--- config.mk ---
export PLATFORM = sky130hd
export DESIGN_NAME = serial_sub
export DESIGN_NICKNAME = d
export VERILOG_FILES = /design/src/rtl/serial_sub.sv
export SDC_FILE = /design/constraint.sdc
export NUM_CORES = 1
export LEC_CHECK = 0
export BUFFER_PORTS_ARGS = -buffer_cell sky130_fd_sc_hd__buf_2
export CORE_MARGIN = 3
export CORE_UTILIZATION = 55
export DETAILED_ROUTE_END_ITERATION = 16
export HOLD_SLACK_MARGIN = 0.05
export MAX_ROUTING_LAYER = met4
export PLACE_DENSITY = 0.75
export SLEW_MARGIN = 10
export SYNTH_ARGS = -nofsm -noshare
export SYNTH_HDL_FRONTEND = slang
export SYNTH_SLANG_ARGS = --single-unit
--- constraint.sdc ---
create_clock -name clk -period 2.9 [get_ports clk]
set_clock_uncertainty 0.1 [all_clocks]
set_input_delay 0.58 -clock clk [delete_from_list [all_inputs] [get_ports clk]]
set_output_delay 0.58 -clock clk [all_outputs]
set_load 0.03 [all_outputs]
--- src/rtl/serial_sub.sv ---
// ---------------------------------------------------------------------------
// serial_sub
//   Bit-serial subtractor: D = A - B (mod 2^WIDTH), one bit per clock, LSB
//   first, through a single full-subtractor cell with a registered borrow.
//   A start/done handshake allows one operation in flight at a time.
//
//   Optional feature: define SERIAL_SUB_OVF_EN to register a signed
//   overflow flag on OVF. When the macro is undefined OVF is tied to 0 and
//   no extra flops exist.
//
// Ports
//   clk   : rising-edge clock
//   rst   : asynchronous reset, active-high
//   start : request, sampled only while idle
//   A, B  : minuend / subtrahend, captured on an accepted start
//   busy  : high from the cycle after an accepted start until done
//   done  : single-cycle pulse when D/Bout/OVF are valid
//   D     : registered difference, held until the next result or reset
//   Bout  : final borrow (1 when A < B unsigned)
//   OVF   : signed overflow flag (0 unless SERIAL_SUB_OVF_EN is defined)
// ---------------------------------------------------------------------------
module serial_sub #(
    parameter int WIDTH = 8
) (
    input  logic             clk,
    input  logic             rst,
    input  logic             start,
    input  logic [WIDTH-1:0] A,
    input  logic [WIDTH-1:0] B,
    output logic             busy,
    output logic             done,
    output logic [WIDTH-1:0] D,
    output logic             Bout,
    output logic             OVF
);

    localparam int CW = (WIDTH > 1) ? $clog2(WIDTH) : 1;
    localparam logic [CW-1:0] CNT_LAST = CW'(WIDTH - 1);

    typedef enum logic [1:0] {
        S_IDLE = 2'd0,
        S_RUN  = 2'd1,
        S_DONE = 2'd2
    } state_t;

    state_t            state_q, state_d;
    logic [WIDTH-1:0]  sa_q, sa_d;
    logic [WIDTH-1:0]  sb_q, sb_d;
    logic [WIDTH-1:0]  sr_q, sr_d;
    logic              bw_q, bw_d;
    logic [CW-1:0]     cnt_q, cnt_d;
    logic              busy_q, busy_d;
    logic              done_q, done_d;
    logic [WIDTH-1:0]  d_q, d_d;
    logic              bout_q, bout_d;

    // Full-subtractor cell on the current LSBs.
    logic bit_a, bit_b, diff_bit, borrow_bit;
    assign bit_a      = sa_q[0];
    assign bit_b      = sb_q[0];
    assign diff_bit   = bit_a ^ bit_b ^ bw_q;
    assign borrow_bit = (~bit_a & bit_b) | (~(bit_a ^ bit_b) & bw_q);

    // An accepted start is one seen while idle; a start on the edge that
    // leaves DONE is sampled in DONE and therefore dropped.
    logic accept;
    assign accept = (state_q == S_IDLE) && start;

    always_comb begin
        state_d = state_q;
        sa_d    = sa_q;
        sb_d    = sb_q;
        sr_d    = sr_q;
        bw_d    = bw_q;
        cnt_d   = cnt_q;
        busy_d  = busy_q;
        done_d  = 1'b0;
        d_d     = d_q;
        bout_d  = bout_q;

        case (state_q)
            S_IDLE: begin
                if (start) begin
                    sa_d    = A;
                    sb_d    = B;
                    sr_d    = '0;
                    bw_d    = 1'b0;
                    cnt_d   = '0;
                    busy_d  = 1'b1;
                    state_d = S_RUN;
                end
            end
            S_RUN: begin
                // Difference bits enter at the MSB, so after WIDTH shifts
                // the LSB-first stream sits in natural bit order.
                sr_d  = {diff_bit, sr_q[WIDTH-1:1]};
                sa_d  = sa_q >> 1;
                sb_d  = sb_q >> 1;
                bw_d  = borrow_bit;
                cnt_d = cnt_q + CW'(1);
                if (cnt_q == CNT_LAST) begin
                    busy_d  = 1'b0;
                    state_d = S_DONE;
                end
            end
            S_DONE: begin
                d_d     = sr_q;
                bout_d  = bw_q;
                done_d  = 1'b1;
                state_d = S_IDLE;
            end
            default: begin
                busy_d  = 1'b0;
                state_d = S_IDLE;
            end
        endcase
    end

    always_ff @(posedge clk or posedge rst) begin
        if (rst) begin
            state_q <= S_IDLE;
            sa_q    <= '0;
            sb_q    <= '0;
            sr_q    <= '0;
            bw_q    <= 1'b0;
            cnt_q   <= '0;
            busy_q  <= 1'b0;
            done_q  <= 1'b0;
            d_q     <= '0;
            bout_q  <= 1'b0;
        end else begin
            state_q <= state_d;
            sa_q    <= sa_d;
            sb_q    <= sb_d;
            sr_q    <= sr_d;
            bw_q    <= bw_d;
            cnt_q   <= cnt_d;
            busy_q  <= busy_d;
            done_q  <= done_d;
            d_q     <= d_d;
            bout_q  <= bout_d;
        end
    end

    assign busy = busy_q;
    assign done = done_q;
    assign D    = d_q;
    assign Bout = bout_q;

`ifdef SERIAL_SUB_OVF_EN
    // Operand sign bits are captured at start because the shift registers
    // have lost them by the time the result is written.
    logic a_msb_q, a_msb_d;
    logic b_msb_q, b_msb_d;
    logic ovf_q, ovf_d;

    always_comb begin
        a_msb_d = a_msb_q;
        b_msb_d = b_msb_q;
        ovf_d   = ovf_q;
        if (accept) begin
            a_msb_d = A[WIDTH-1];
            b_msb_d = B[WIDTH-1];
        end
        if (state_q == S_DONE) begin
            // Signs differ and the result sign disagrees with the minuend.
            ovf_d = (a_msb_q != b_msb_q) && (sr_q[WIDTH-1] != a_msb_q);
        end
    end

    always_ff @(posedge clk or posedge rst) begin
        if (rst) begin
            a_msb_q <= 1'b0;
            b_msb_q <= 1'b0;
            ovf_q   <= 1'b0;
        end else begin
            a_msb_q <= a_msb_d;
            b_msb_q <= b_msb_d;
            ovf_q   <= ovf_d;
        end
    end

    assign OVF = ovf_q;
`else
    logic unused_accept;
    assign unused_accept = accept;
    assign OVF = 1'b0;
`endif

endmodule

# Word level (Yosys, flattened, before mapping)
# Cells that the tools add are included.
# Widths: inputs -> output; s select.
# classes
div,0
mux,17
shifts,0
order_cmp,0
reduce_logical,5
n_eq_ne,5
multipliers,0
bitwise,8
add_sub_neg,1
# ops
op,count
$pmux 8 s2,3
$mux 8,3
$pmux 3 s2,1
$mux 1,4
$mux 2,2
$ne 2x2->1 const B,2
$pmux 2 s2,1
$reduce_and 2->1,2
$add 3x1->3 const B,1
$eq 3x3->1 const B,1
$mux 3,1
$not 1->1,3
$pmux 1 s3,1
$reduce_and 3->1,1
$and 1x1->1,2
$eq 2x1->1 const B,1
$eq 2x2->1 const B,1
$logic_not 2->1,1
$pmux 1 s2,1
$reduce_bool 2->1,1
$xor 1x1->1,2
$or 1x1->1,1
# word_totals
ram_bits,0
rom_bits,0
latch_bits,0
word_cells,46
reg_bits,41
memories,0

# Longest topological paths before layout
# logic_depth
ltp_word,5
ltp_mapped,4

# Least setup slack after synthesis
# OpenSTA, ideal clock, no wires.
# synth_timing
path_type,register -> register
startpoint,register sa_q[0]
endpoint,register sr_q[7]
t_arrival_ps,1093
required_ps,2679
setup_slack_ps,1586
setup_ps,121
period_less_slack_ps,1314
path_stages_with_launch,5
cell_sequence,dfrtp_1 -> inv_1 -> fa_1 -> inv_1 -> a22o_1
# synth_between
elab_chain_cells,3
# synth_rtl
item,line,text
start: declaration,47,"logic [WIDTH-1:0] sa_q, sa_d;"
start signal: assignment,122,sa_q <= '0;
start signal: assignment,133,sa_q <= sa_d;
$xor 1x1->1 (2 in series),61,assign diff_bit = bit_a ^ bit_b ^ bw_q;
$pmux 8 s2,81,case (state_q)
end signal: assignment,135,sr_q <= sr_d;
end: declaration,49,"logic [WIDTH-1:0] sr_q, sr_d;"
# Every way passes these cells.
# A chain may end at the register's enable or synchronous reset.

# Final worst setup path
# layout_timing
startpoint,register state_q[0]
endpoint,register sa_q[5]
# layout_between
elab_chain_cells,3
# layout_rtl
item,line,text
start: declaration,46,"state_t state_q, state_d;"
start signal: assignment,132,state_q <= state_d;
$eq 2x1->1 / $logic_not 2->1 (equally long branches),81,
$reduce_bool 2->1 (no line) / $ne 2x2->1 (equally long branches),n/a,
$reduce_and 2->1 (no line),n/a,
# Parallel ways exist; a longest one is shown, timed or not.

==> metrics.cfg <==
[global_routing]
grt_use_met2_pct = 30.1
grt_max_degree = 42
overflow = 0
grt_pass1_wl_mm = 5.46
use_met3_pct = 5.27
track_usage_pct = 17.7
globalRoute.busiestLayer = met2
grt_use_met1_pct = 19.8
grt_pass1_vias = 1246
antenna_found_initial = 0

[sta]
timing.fmax_ghz = 0.505
finalSetupTns_ns = 0
fin_crit_ns = 1.98
worstMarginPinSlew_ns = 0.980
slew_headroom_pct = 34.5
slew_viol_final = 0
rsz0062_at_grt = false
hold_viol = 0
period_share_pct = 68.2
finalSetupViolCount = 0
hold-worst-slack_ns = 0.234

[route]
post-route-drc-count = 0
antenna_left = 0
post_drt_wl_per_cell_um = 14.2
drtIter0Drc = 61
drt_wl_total_mm = 3.13
avgViaCountPerCell = 5.49
first_pass_iters = 4
vias = 1207

[status]
status = completed

[clocking]
numCtsBuffers = 5
clkLatencyLatePin_ns = 0.34
clock-sinks = 41
cts_tree = yes
htree_levels = 2
root_buffer = clkbuf_4
postCtsSetupBuffers = 0
cts_hold_buffers = 0
clk_pin_slew_ns = 0.11
ctsResizeCount = 0
clockBufferDepth = 2

[setup_path]
slowest_stage = nor2b_1
critPathArrivalTime_ns = 2.05
max_stage_delay_ns = 0.87
critical_path_peak_fanout = 24
worst_setup_path_end_kind = register
crit_required_ns = 2.97
critical_path_class = reg -> reg
path_cells = nor2b_1 > a221oi_1
startpoint_type = register

[floorplanning]
start_util_pct = 58.8
fp-row-count = 20
die_h_um = 63.9
dieArea_um2 = 4080
core_area_um2 = 3130
die_w_um = 63.9
ios = 31

[pwr]
power.density_nw_per_um2 = 1050
ir_drop_v = 0.000553
p_leak_uw = 0.00104

[logic_synthesis]
synth.area.mux_share_pct = 6.12
synth_top_family_by_area = compound AO/OA/AOI/OAI gates
seq_area_frac_synth_pct = 55.7
syn-instance-count = 149
synth_xor_area_share_pct = 0
synth_compound_gate_area_share_pct = 15.9
synthAdderAreaFrac_pct = 2.45
synth_area_um2 = 1840
synth-seq-cells = 41
avgSynthCellArea_um2 = 12.4
synth-warning-count = 0
netlist-cell-type-count = 27
synth_nets = 171
synth-simple-area-share_pct = 11.8

[place]
numPortBuffers = 29
dp_hpwl_mm = 2.15
globalplace.congestion = 0.716
postPlaceCellArea_um2 = 1980

[job]
max_cap_viol_count = 0

[final_layout]
mostFrequentLayoutCells = 41 x dfrtp_1, 29 x buf_2, 17 x inv_1
drive_gt1_share_pct = 25.6
fin_area_um2 = 2060
post-route-util_pct = 65.9
mostFrequentLayoutCell = dfrtp_1
syn2layout_area_growth_pct = 12.0
finalNetCount = 197
antenna_cells = 0

[min_path]
min_path_type = in -> async

-- kinds of logic (layout without fill, tap and decap cells) --
kind of cell,Yosys count,in the layout
simple gates,34,34
fa+ha+maj,3,3
compound gates,31,31
other cells,1,1
flops,41,41
buf+inv,29,56
mux,10,10
-- power by group --
| group | switching [uW] | internal [uW] |
|---|---|---|
| Combinational | 417 | 370 |
| Clock | 171 | 206 |
| Sequential | 184 | 813 |
-- state kept, by name, summed over array words and instances, names as in the netlist --
register / count
Bout: 1
D: 8
busy: 1
bw_q: 1
cnt_q: 3
done: 1
sa_q: 8
sb_q: 8
sr_q: 8
state_q: 2
-- worst paths after layout --
path,from,endpoint,slack (ns),depth (start not counted)
min in group clk,A[7],sa_q[7],0.34,2
max reg2reg,state_q[0],sa_q[5],0.92,2
max in group asynchronous,rst,sa_q[6],2.12,3
min,rst,cnt_q[0],0.23,3
max,state_q[0],sa_q[5],0.92,2
min reg2reg,D[3],D[3],0.40,1
-- stage by stage --
step / setup WS (ns) / cells / total power, uW
final: 0.921 / 220 / 2160
after global routing: 0.829 / 220 / 2320
after CTS: 0.936 / 220 / 2180
after detailed placement: 0.891 / 212 / 1800
after global placement: 1.02 / 212 / 1750
after floorplan: 1.27 / 149 / 1630
-- critical path: cells and delay by family, from the launching register on --
| kind | cells | cell delay [ns] |
|---|---|---|
| AND/OR/NAND/NOR | 1 | 0.87 |
| AO/OA/AOI/OAI | 1 | 0.20 |
| flip-flops | 1 | 0.64 |
-- final cells by class --
| type | count | area (um2) |
|---|---|---|
| Multi-Input combinational cell | 79 | 672 |
| Fill cell | 260 | 1070 |
| Clock buffer | 7 | 55.1 |
| Clock inverter | 1 | 30.0 |
| Inverter | 17 | 63.8 |
| Timing Repair Buffer | 31 | 160 |
| Sequential cell | 41 | 1030 |
| Tap cell | 44 | 55.1 |
-- synthesized netlist by cell type --
cell type,n,area [um2]
a22o_1,13,114
o21ba_2,1,10.0
nand2b_1,1,6.26
a211oi_1,3,22.5
nor3b_1,14,105
ha_1,2,25.0
and2b_1,1,7.51
nor3b_2,1,12.5
o21bai_4,1,18.8
o21ai_0,1,5.00
nor4b_1,3,26.3
buf_6,2,22.5
nor2_1,11,41.3
nor2b_1,2,12.5
dfrtp_1,41,1030
a21o_1,1,7.51
fa_1,1,20.0
conb_1,1,3.75
clkbuf_1,1,3.75
inv_1,17,63.8
a221oi_2,3,45.0
mux2_2,1,11.3
a221oi_1,8,70.1
and2_1,1,6.26
mux2_1,9,101
buf_2,6,30.0
buf_4,3,22.5
-- per-layer routing --
metal,vias up,share of wire [%]
li1,578,-
met3,4,4.7
met2,25,49
met1,600,45
met5,-,0
met4,0,1.1
No activity file was read; power rests on OpenSTA's default activity.
